==> config.mk <==
export PLATFORM = sky130hd
export DESIGN_NAME = ds_mod_sequencer
export DESIGN_NICKNAME = d
export VERILOG_FILES = /design/src/rtl/ds_seq_pkg.sv /design/src/rtl/ds_run_detect.sv /design/src/rtl/ds_mod_sequencer.sv
export SDC_FILE = /design/constraint.sdc
export NUM_CORES = 1
export LEC_CHECK = 0
export BUFFER_PORTS_ARGS = -buffer_cell sky130_fd_sc_hd__buf_2
export CAP_MARGIN = 15
export CORE_UTILIZATION = 40
export CTS_CLUSTER_DIAMETER = 30
export DETAILED_ROUTE_END_ITERATION = 12
export GPL_ROUTABILITY_DRIVEN = 0
export HOLD_SLACK_MARGIN = 0.05
export SLEW_MARGIN = 40
export SYNTH_ARGS = -nofsm -noshare
export SYNTH_HDL_FRONTEND = slang
export SYNTH_SLANG_ARGS = --single-unit
==> constraint.sdc <==
create_clock -name clk -period 2.4 [get_ports clk]
set_input_delay 0.24 -clock clk [delete_from_list [all_inputs] [get_ports clk]]
set_output_delay 0.24 -clock clk [all_outputs]
set_load 0.05 [all_outputs]
==> src/rtl/ds_seq_pkg.sv <==
// Shared types and sizing helpers for the delta-sigma modulator sequencer.
package ds_seq_pkg;

  typedef enum logic [1:0] {
    ST_IDLE    = 2'd0,
    ST_RUN     = 2'd1,
    ST_CLEAR   = 2'd2,
    ST_RECOVER = 2'd3
  } state_t;

  localparam int DATA_W_DEF = 24;

  // Bits needed to hold any value in 0..max_val.
  function automatic int cnt_w(input int max_val);
    return (max_val < 2) ? 1 : $clog2(max_val + 1);
  endfunction

endpackage

==> src/rtl/ds_run_detect.sv <==
// Run-length tracker on the modulator bitstream; flags overload when the
// count of identical consecutive bits reaches RUN_LIMIT.
module ds_run_detect
  import ds_seq_pkg::*;
#(
  parameter int RUN_LIMIT = 64
) (
  input  logic clk,
  input  logic rst,
  input  logic i_clr,
  input  logic i_tick,
  input  logic i_bit,
  output logic o_overload
);

  localparam int RUN_W = cnt_w(RUN_LIMIT);
  localparam logic [RUN_W-1:0] LIMIT = RUN_W'(RUN_LIMIT);

  logic [RUN_W-1:0] r_run;
  logic             r_last;
  logic [RUN_W-1:0] w_run_nxt;

  // r_last mirrors the registered bitstream, so a change restarts the run at 1.
  always_comb begin
    w_run_nxt = RUN_W'(1);
    if (i_bit == r_last) begin
      w_run_nxt = (r_run == LIMIT) ? LIMIT : r_run + 1'b1;
    end
  end

  assign o_overload = i_tick && (w_run_nxt == LIMIT);

  always_ff @(posedge clk) begin
    if (rst) begin
      r_run  <= '0;
      r_last <= 1'b0;
    end else begin
      if (i_tick) begin
        r_last <= i_bit;
      end
      if (i_clr) begin
        r_run <= '0;
      end else if (i_tick) begin
        r_run <= w_run_nxt;
      end
    end
  end

endmodule

==> src/rtl/ds_mod_sequencer.sv <==
// Sequencer for a 5th-order delta-sigma modulator: enable strobes, per-frame
// sample delivery through a one-entry hold, and overload clear/holdoff recovery.
module ds_mod_sequencer
  import ds_seq_pkg::*;
#(
  parameter int DATA_W        = DATA_W_DEF,
  parameter int DIV           = 4,
  parameter int OSR           = 512,
  parameter int RUN_LIMIT     = 64,
  parameter int CLEAR_CYCLES  = 8,
  parameter int HOLDOFF_TICKS = 1024
) (
  input  logic                     clk,
  input  logic                     rst,
  input  logic                     start,
  input  logic                     stop,
  input  logic signed [DATA_W-1:0] s_data,
  input  logic                     s_valid,
  output logic                     s_ready,
  output logic signed [DATA_W-1:0] mod_in,
  output logic                     mod_enable,
  output logic                     mod_clear,
  input  logic                     bit_in,
  output logic                     bit_out,
  output logic                     bit_valid,
  output logic [7:0]               overload_cnt,
  output logic [7:0]               underrun_cnt,
  output logic                     busy
);

  localparam int DIV_W = cnt_w(DIV - 1);
  localparam int OS_W  = cnt_w(OSR - 1);
  localparam int PH_W  = cnt_w((CLEAR_CYCLES > HOLDOFF_TICKS) ? CLEAR_CYCLES : HOLDOFF_TICKS);
  localparam logic [DIV_W-1:0] DIV_LAST   = DIV_W'(DIV - 1);
  localparam logic [OS_W-1:0]  OS_LAST    = OS_W'(OSR - 1);
  localparam logic [PH_W-1:0]  CLEAR_LAST = PH_W'(CLEAR_CYCLES - 1);
  localparam logic [PH_W-1:0]  HOLD_LAST  = PH_W'(HOLDOFF_TICKS - 1);
  localparam logic [7:0]       CNT_MAX    = 8'hFF;

  state_t                   r_state;
  state_t                   w_state_nxt;
  logic [DIV_W-1:0]         r_div_cnt;
  logic [OS_W-1:0]          r_os_cnt;
  logic [PH_W-1:0]          r_phase_cnt;
  logic signed [DATA_W-1:0] r_hold;
  logic                     r_hold_full;
  logic signed [DATA_W-1:0] r_mod_in;
  logic                     r_mod_enable;
  logic                     r_mod_clear;
  logic                     r_bit_out;
  logic                     r_bit_valid;
  logic [7:0]               r_ovl_cnt;
  logic [7:0]               r_und_cnt;

  logic w_active, w_tick, w_run_tick, w_boundary, w_accept;
  logic w_overload, w_start_go, w_load, w_consume, w_underrun;

  assign w_active   = (r_state == ST_RUN) || (r_state == ST_RECOVER);
  assign w_tick     = w_active && (r_div_cnt == DIV_LAST);
  assign w_run_tick = w_tick && (r_state == ST_RUN) && !stop;
  assign w_boundary = w_tick && (r_os_cnt == '0);
  assign w_accept   = s_valid && s_ready;
  assign w_start_go = (r_state == ST_IDLE) && start && !stop;
  // Frame work is abandoned on a tick that ends in stop or overload.
  assign w_load     = w_boundary && (r_state == ST_RUN) && !stop && !w_overload;
  assign w_consume  = w_boundary && r_hold_full && !stop && !w_overload;
  assign w_underrun = w_load && !r_hold_full;

  ds_run_detect #(
    .RUN_LIMIT (RUN_LIMIT)
  ) u_run_detect (
    .clk        (clk),
    .rst        (rst),
    .i_clr      (r_state != ST_RUN),
    .i_tick     (w_run_tick),
    .i_bit      (bit_in),
    .o_overload (w_overload)
  );

  always_comb begin
    w_state_nxt = r_state;
    if (stop) begin
      w_state_nxt = ST_IDLE;
    end else begin
      case (r_state)
        ST_IDLE:    if (start) w_state_nxt = ST_RUN;
        ST_RUN:     if (w_overload) w_state_nxt = ST_CLEAR;
        ST_CLEAR:   if (r_phase_cnt == CLEAR_LAST) w_state_nxt = ST_RECOVER;
        ST_RECOVER: if (w_tick && (r_phase_cnt == HOLD_LAST)) w_state_nxt = ST_RUN;
        default:    w_state_nxt = ST_IDLE;
      endcase
    end
  end

  always_ff @(posedge clk) begin
    if (rst) begin
      r_state      <= ST_IDLE;
      r_div_cnt    <= '0;
      r_os_cnt     <= '0;
      r_phase_cnt  <= '0;
      r_hold_full  <= 1'b0;
      r_mod_in     <= '0;
      r_mod_enable <= 1'b0;
      r_mod_clear  <= 1'b1;
      r_bit_out    <= 1'b0;
      r_bit_valid  <= 1'b0;
      r_ovl_cnt    <= '0;
      r_und_cnt    <= '0;
    end else begin
      r_state      <= w_state_nxt;
      r_mod_enable <= w_tick && !stop && !w_overload;
      r_bit_valid  <= w_run_tick && !w_overload;
      r_mod_clear  <= (w_state_nxt == ST_IDLE) || (w_state_nxt == ST_CLEAR);

      // Held at zero outside RUN/RECOVER, so entry always starts a fresh tick period.
      if (!w_active || w_tick) begin
        r_div_cnt <= '0;
      end else begin
        r_div_cnt <= r_div_cnt + 1'b1;
      end

      if (w_start_go || ((r_state == ST_RECOVER) && (w_state_nxt == ST_RUN))) begin
        r_os_cnt <= '0;
      end else if (w_tick) begin
        r_os_cnt <= (r_os_cnt == OS_LAST) ? '0 : r_os_cnt + 1'b1;
      end

      if (r_state != w_state_nxt) begin
        r_phase_cnt <= '0;
      end else if ((r_state == ST_CLEAR) || ((r_state == ST_RECOVER) && w_tick)) begin
        r_phase_cnt <= r_phase_cnt + 1'b1;
      end

      if ((r_state == ST_IDLE) || (w_state_nxt == ST_IDLE)) begin
        r_hold_full <= 1'b0;
      end else if (w_accept) begin
        r_hold_full <= 1'b1;
      end else if (w_consume) begin
        r_hold_full <= 1'b0;
      end

      if ((w_state_nxt == ST_IDLE) || (w_state_nxt == ST_CLEAR)) begin
        r_mod_in <= '0;
      end else if (w_load) begin
        r_mod_in <= r_hold_full ? r_hold : '0;
      end

      if (w_run_tick) begin
        r_bit_out <= bit_in;
      end

      if (w_start_go) begin
        r_ovl_cnt <= '0;
        r_und_cnt <= '0;
      end else begin
        if (w_overload && (r_ovl_cnt != CNT_MAX)) r_ovl_cnt <= r_ovl_cnt + 8'd1;
        if (w_underrun && (r_und_cnt != CNT_MAX)) r_und_cnt <= r_und_cnt + 8'd1;
      end
    end
  end

  always_ff @(posedge clk) begin
    if (w_accept) begin
      r_hold <= s_data;
    end
  end

  assign s_ready      = !r_hold_full && w_active;
  assign mod_in       = r_mod_in;
  assign mod_enable   = r_mod_enable;
  assign mod_clear    = r_mod_clear;
  assign bit_out      = r_bit_out;
  assign bit_valid    = r_bit_valid;
  assign overload_cnt = r_ovl_cnt;
  assign underrun_cnt = r_und_cnt;
  assign busy         = (r_state != ST_IDLE);

endmodule

==> results of run 1 <==
==> final timing paths <==
path,startpoint,endpoint,slack [ns],cells past startpoint
worst min register to register,r_div_cnt[0],r_div_cnt[0],0.43,1
worst max register to register,u_run_detect.r_run[1],overload_cnt[4],0.04,7
worst max-delay path,u_run_detect.r_run[1],overload_cnt[4],0.04,7
worst min-delay path,s_data[21],r_hold[21],0.06,1
==> registers in the layout, summed over array words and instances (netlist names) <==
name / count
underrun_cnt: 8
mod_in: 24
r_hold_full: 1
bit_out: 1
r_os_cnt: 9
mod_enable: 1
mod_clear: 1
r_phase_cnt: 11
r_hold: 24
r_div_cnt: 2
r_state: 2
u_run_detect.r_run: 7
overload_cnt: 8
bit_valid: 1
==> final cells by class <==
cell class              count  area (um2)  area share [%]
flip-flops and latches    100        2240            37.4
multi-input cells         385        2470            41.2
well taps                 143         179            2.98
clock buffers              10         229            3.82
repair buffers            120         751            12.5
inverters                   7        26.3           0.438
clock inverters             6        96.3            1.61
diodes                      1        2.50          0.0417
==> logic make-up (layout without fill, tap and decap cells) <==
| logic type | after synthesis | count (layout) | share of synthesized area [%] |
|---|---|---|---|
| other cells | 0 | 1 | 0 |
| flops | 100 | 100 | 46.5 |
| mux | 12 | 12 | 2.49 |
| compound gates | 142 | 142 | 19.8 |
| buf+inv | 43 | 143 | 3.66 |
| xor+xnor | 20 | 20 | 3.63 |
| fa+ha+maj | 9 | 9 | 2.33 |
| simple gates | 202 | 202 | 21.6 |
==> synthesized netlist by cell type, types with 3 or more instances <==
master | instances | area, um2
edfxtp_1 | 24 | 721
nand3b_1 | 3 | 22.5
mux2i_1 | 12 | 120
and3_1 | 10 | 62.6
xnor2_1 | 11 | 96.3
nor2b_1 | 4 | 25.0
or4_1 | 4 | 30.0
clkbuf_1 | 28 | 105
nor3_1 | 10 | 50.1
nand2_1 | 53 | 199
o21a_1 | 15 | 113
ha_1 | 9 | 113
o2111a_1 | 15 | 169
and2_1 | 13 | 81.3
inv_1 | 6 | 22.5
a31oi_1 | 11 | 68.8
or2_2 | 4 | 25.0
xor2_1 | 9 | 78.8
o2111ai_1 | 9 | 78.8
nand4_1 | 11 | 68.8
nor2_1 | 37 | 139
a22oi_1 | 3 | 22.5
nor4_1 | 4 | 25.0
nand3_1 | 24 | 120
o31ai_1 | 5 | 37.5
nand2b_1 | 12 | 75.1
a21oi_1 | 31 | 155
dfxtp_1 | 76 | 1520
o21ai_0 | 36 | 180
buf_2 | 6 | 30.0
a211oi_1 | 4 | 30.0
==> per-stage QoR <==
step	setup WS [ns]	util, %	TNS (ns)	cells	cell area, um2
final	0.0446	51.9	0	772	6000
after CTS	0.0427	50.8	0	762	5880
after detailed placement	0.0625	47.7	0	743	5520
after global placement	0.126	47.7	0	743	5520
after floorplan	0.0617	-	0	528	4830
after global routing	-0.0190	51.9	-0.0234	772	6000
==> report_power, final <==
part | switching, mW | internal [mW] | total (mW)
clock network | 0.669 | 0.928 | 1.60
registers | 0.00386 | 1.73 | 1.74
logic | 0.0718 | 0.0524 | 0.124
total | 0.745 | 2.71 | 3.46
==> timing repair <==
| action | CTS | global route |
|---|---|---|
| endpoints found under the hold margin | 3 | 8 |
| hold buffers | 3 | 8 |
| endpoints found under the setup margin | 0 | 24 |
| resized for setup | 0 | 10 |
==> worst max-delay path, stage by stage, from the launching register on <==
cell     delay, ns
dfxtp_1       0.34
ha_2          0.19
nand3_1       0.11
or4_4         0.45
a211o_4       0.38
buf_4         0.17
or4_1         0.48
a21oi_1       0.17
==> per-layer routing <==
layer / routed length [um] / vias to the layer above
li1: - / 2137
met1: 5400 / 2051
met2: 5670 / 117
met3: 726 / 11
met4: 128 / 0
met5: 0 / -
==> impl_results.md, run 1 <==
* Aggregate global-route resource usage at 19.4%
* Crit path kind: reg2reg
* Tightest Hold Check Type: in2reg
* Routed Antenna Nets at 0
* Largest net degree at the start of global routing at 40
* CTS Buf Count at 9
* DP Wirelength at roughly 8 mm
* Arrival time at the worst endpoint at 2.63 ns
* Fin crit share at a little over nine tenths
* Clock root cell: clkbuf_16
* CP Launch Type: flip-flop
* Fillers at around 1,100
* Crit-path max FO at 9
* Chip height at 112 um
* Maximum clock path buffer count at 2
* Drt via density at roughly 5.6
* MaxCap Viol Count at 0
* Outcome: finished with violations
* Boundary Pins at 76
* Mapped Area at 0.00483 mm2
* Met2 GRT Util at between 30% and 40%
* Failing checks: design-rule violations
* Post-Synthesis Cells at about 530
* Worst Setup End Kind: flip-flop
* Met1 global-route usage at around a quarter
* Highest-count cells in the layout ignoring fill and taps: buf_2 (76), dfxtp_1 (74), nand2_1 (53)
* Worst Path Required at 2.67 ns
* Most common cell after layout, fill and taps aside: buf_2
* Worst Tran Pin Value at approximately 0.65 ns
* Fin Hold WS at ~0.06 ns
* Drt total wl at 11.9 mm
* Worst IR Drop VDD at approximately 450 uV
* Hold Violations, Final at 0
* Library cells used by synthesis at 53
* Post-synthesis sequential area ratio at between 40% and 50%
* Full die area at approximately 0.013 mm2
* Setup Viol. Count Final at 0
* Area Growth Syn to Fin at 24.3%
* Overflow after GRT at 0
* Max-slew violation count at 0
* Total power at between 3 and 4 mW
* Placeable Area at between 0.01 and 0.015 mm2
* Final nets at roughly 660
* Clk slew on worst S/H paths at 0.08 ns
* Width of the die at approximately 110 um
* DRT iter0 DRCs at approximately 250
* Post CTS Setup Buffer Count at 0
* Post-synth ARST share at 0%
* Fmax at 425 MHz
* Leak pwr at 2.23 nW
* WL/cell at around 15 um
* Clock Latency Late Sink at ~0.35 ns
* Vias in the first global route at between 4,000 and 5,000
* Number of synthesized flops with an enable pin at 24
* Num rows at 39
* Via count at 4,316
* Period minus WS final at between 2 and 2.5 ns
* Slew margin rel. at about 56%
* Clk_skew at 0.00951 ns
* DRT Pass-1 Iters at 8
* First-pass GRT wire length at between 15 and 20 mm
* Proportion of layout cells with a drive suffix above 1 at approximately 22%
* Busiest grt layer: met2
* Met3 GRT Util at 4.84%
* Initial antenna violation count at 1
* RSZ-0062 raised after global routing: yes
* Syn Nets at roughly 570
* PortBufs at 75
* Post-Syn Area per Cell at 9.14 um2
* Clock net sink count at 100
* Starting Density at between 40% and 50%
* P per Cell Area at a little under 600 mW/mm2
* Yosys reg bits at 100
* Top FF cell, synth: dfxtp_1
* # DRC at 2
* CTS tree: done
* YS warnings at 0
* H-tree depth at 3
Note: power is estimated with default switching activity, not from simulation.
==> run 2, diff against run 1 <==
clock period = 1.9 ns   (was 2.4 ns; I/O delays follow)
==> impl_results.md, run 2 (synthesized netlist as in run 1, its figures left out) <==
* Aggregate global-route resource usage at 21.4% (+2.0 points)
* Outcome: finished with violations
* Crit path kind: reg2reg
* Maximum clock path buffer count at 2 (unchanged)
* Boundary Pins at 76 (unchanged)
* CTS tree: done
* Vias in the first global route at 4,406 (+10%)
* H-tree depth at 3 (unchanged)
* Hold Violations, Final at 0 (unchanged)
* Drt total wl at 13.0 mm (+9.0%)
* Crit-path max FO at 8 (-1)
* Slew margin rel. at 69.5% (+13 points)
* Core Util, Final at 57.8% (+5.9 points)
* Initial antenna violation count at 0 (-1)
* Clock root cell: clkbuf_16
* Crit path largest cell delay at 0.51 ns (+0.03 ns)
* Full die area at 0.0125 mm2 (unchanged)
* Crit path top cell by count: buf_4
* Final nets at 719 (+8.6%)
* Fmax at 463 MHz (+9.1%)
* Routed Antenna Nets at 0 (unchanged)
* Period minus WS final at 2.16 ns (-0.197 ns)
* Worst Tran Pin Value at 0.455 ns (-0.199 ns)
* Hold Path Sink: bit_out
* Arrival time at the worst endpoint at 2.44 ns (-0.19 ns)
* Failing checks: design-rule violations, negative setup slack
* WL/cell at 15.7 um (+1.6%)
* Starting Density at 41.7% (unchanged)
* Drt via density at 5.44 (-2.7%)
* Placeable Area at 0.0116 mm2 (unchanged)
* Worst Min Path Start: bit_in
* Worst Path Required at 2.18 ns (-0.49 ns)
* Tightest Hold Check Type: in2reg
* CP cell instances: buf_4, inv_1, ha_1, nand4bb_1, o22ai_2, nor2_2, buf_4, or4_1, a21oi_2
* Most common cell after layout, fill and taps aside: buf_2
* CP Buf/Inv Count at 3 (+2)
* Largest net degree at the start of global routing at 40 (unchanged)
* Worst Setup End Kind: flip-flop
* Setup ws final at -0.258 ns (-0.303 ns)
* # DRC at 5 (+3)
* Clock Latency Late Sink at 0.35 ns (about the same)
* CP Launch Type: flip-flop
* P per Cell Area at 650 mW/mm2 (+13%)
* Setup Viol. Count Final at 57 (+57)
* Antenna diodes at 0 (-1)
* Slowest CP cell: or4_1
* R2r startpoint: u_run_detect.r_run[0]
* CTS Buf Count at 9 (unchanged)
* Place WS at -0.413 ns (-0.475 ns)
* DRT iter0 DRCs at 264 (+7.3%)
* FF-to-FF path depth at 9 (+2)
* DRT Pass-1 Iters at 8 (unchanged)
* Area Growth Syn to Fin at 38.4%
* Hold path cells at 3 (+2)
* Chip height at 112 um (unchanged)
* Reg2Reg Setup Slack at -0.26 ns (-0.30 ns)
* Num rows at 39 (unchanged)
* Reg2Reg Capture Point: overload_cnt[2]
* Highest-count cells in the layout ignoring fill and taps: buf_2 (75), dfxtp_1 (73), buf_4 (67)
* MaxCap Viol Count at 0 (unchanged)
* First-pass GRT wire length at 21.3 mm (+9.1%)
* Clk slew on worst S/H paths at 0.07 ns (about the same)
* Top delay family on crit path: simple AND/OR/NAND/NOR gates
* Fin crit share at 114% (+15 points)
* Clk_skew at 0.0114 ns (+0.00193 ns)
* DP Wirelength at 8.63 mm (+8.1%)
* Clock net sink count at 100 (unchanged)
* Overflow after GRT at 0 (unchanged)
* Leak pwr at 2.53 nW (+13%)
* RSZ-0062 raised after global routing: yes
* Max-slew violation count at 0 (unchanged)
* Via count at 4,503 (+4.3%)
* Width of the die at 112 um (unchanged)
* Worst IR Drop VDD at 677 uV (+50%)
* Proportion of layout cells with a drive suffix above 1 at 29.6% (+7.2 points)
* PortBufs at 75 (unchanged)
[run 2: per-stage QoR]
stage / total power [mW] / instances / hold slack (ns) / instance area (um2) / TNS (ns)
2_1_floorplan: 2.32 / 528 / 0.289 / 4880 / -8.46
3_3_place_gp: 2.38 / 773 / 0.367 / 5820 / -11.81
3_5_place_dp: 2.38 / 773 / 0.368 / 5820 / -14.75
4_1_cts: 4.36 / 817 / 0.113 / 6490 / -10.02
5_1_grt: 4.46 / 828 / 0.119 / 6680 / -15.31
6_report: 4.34 / 828 / 0.117 / 6680 / -10.51
[run 2: worst max-delay path by stage]
stage	start	endpoint	slack [ns]	cells after the start
2_1_floorplan	bit_out	overload_cnt[6]	-0.23	6
3_3_place_gp	bit_in	r_phase_cnt[0]	-0.32	7
3_5_place_dp	bit_out	r_phase_cnt[9]	-0.41	7
4_1_cts	u_run_detect.r_run[1]	mod_in[2]	-0.23	7
5_1_grt	u_run_detect.r_run[0]	overload_cnt[6]	-0.33	9
6_report	u_run_detect.r_run[0]	overload_cnt[2]	-0.26	9
[run 2: power by group]
part           internal, mW  switching [mW]
clock                  1.12           0.835
combinational        0.0966          0.0996
sequential             2.19         0.00641
total                  3.40           0.941
[run 2: cell type report]
type	count	area [um2]
Clock buffer	11	254
Clock inverter	5	63.8
Fill cell	1002	4890
Inverter	7	31.3
Multi-Input combinational cell	386	2630
Sequential cell	100	2250
Tap cell	143	179
Timing Repair Buffer	175	1260
Timing Repair inverter	1	7.51
[run 2: per-layer routing]
metal / vias up / wire, um / global-route usage, %
met5: - / 0 / 0
met4: 0 / 189 / 6.49
met3: 12 / 561 / 4.63
met2: 100 / 6490 / 37.9
met1: 2140 / 5760 / 25.8
li1: 2251 / - / -
[run 2: timing repair]
action,4_1_cts,5_1_grt
setup endpoints to repair,57,61
pin swaps,3,5
hold endpoints to repair,24,0
hold buffers,24,0
gates resized for setup,17,20
buffers inserted,2,10
cloned,2,1
[run 2: worst reg2reg max path, cell delays in order (launching register included)]
cell and delay, ns:
dfxtp_4 0.36, buf_4 0.15, inv_1 0.07, ha_1 0.15, nand4bb_1 0.15, o22ai_2 0.26, nor2_2 0.11, buf_4 0.17
or4_1 0.52, a21oi_2 0.15
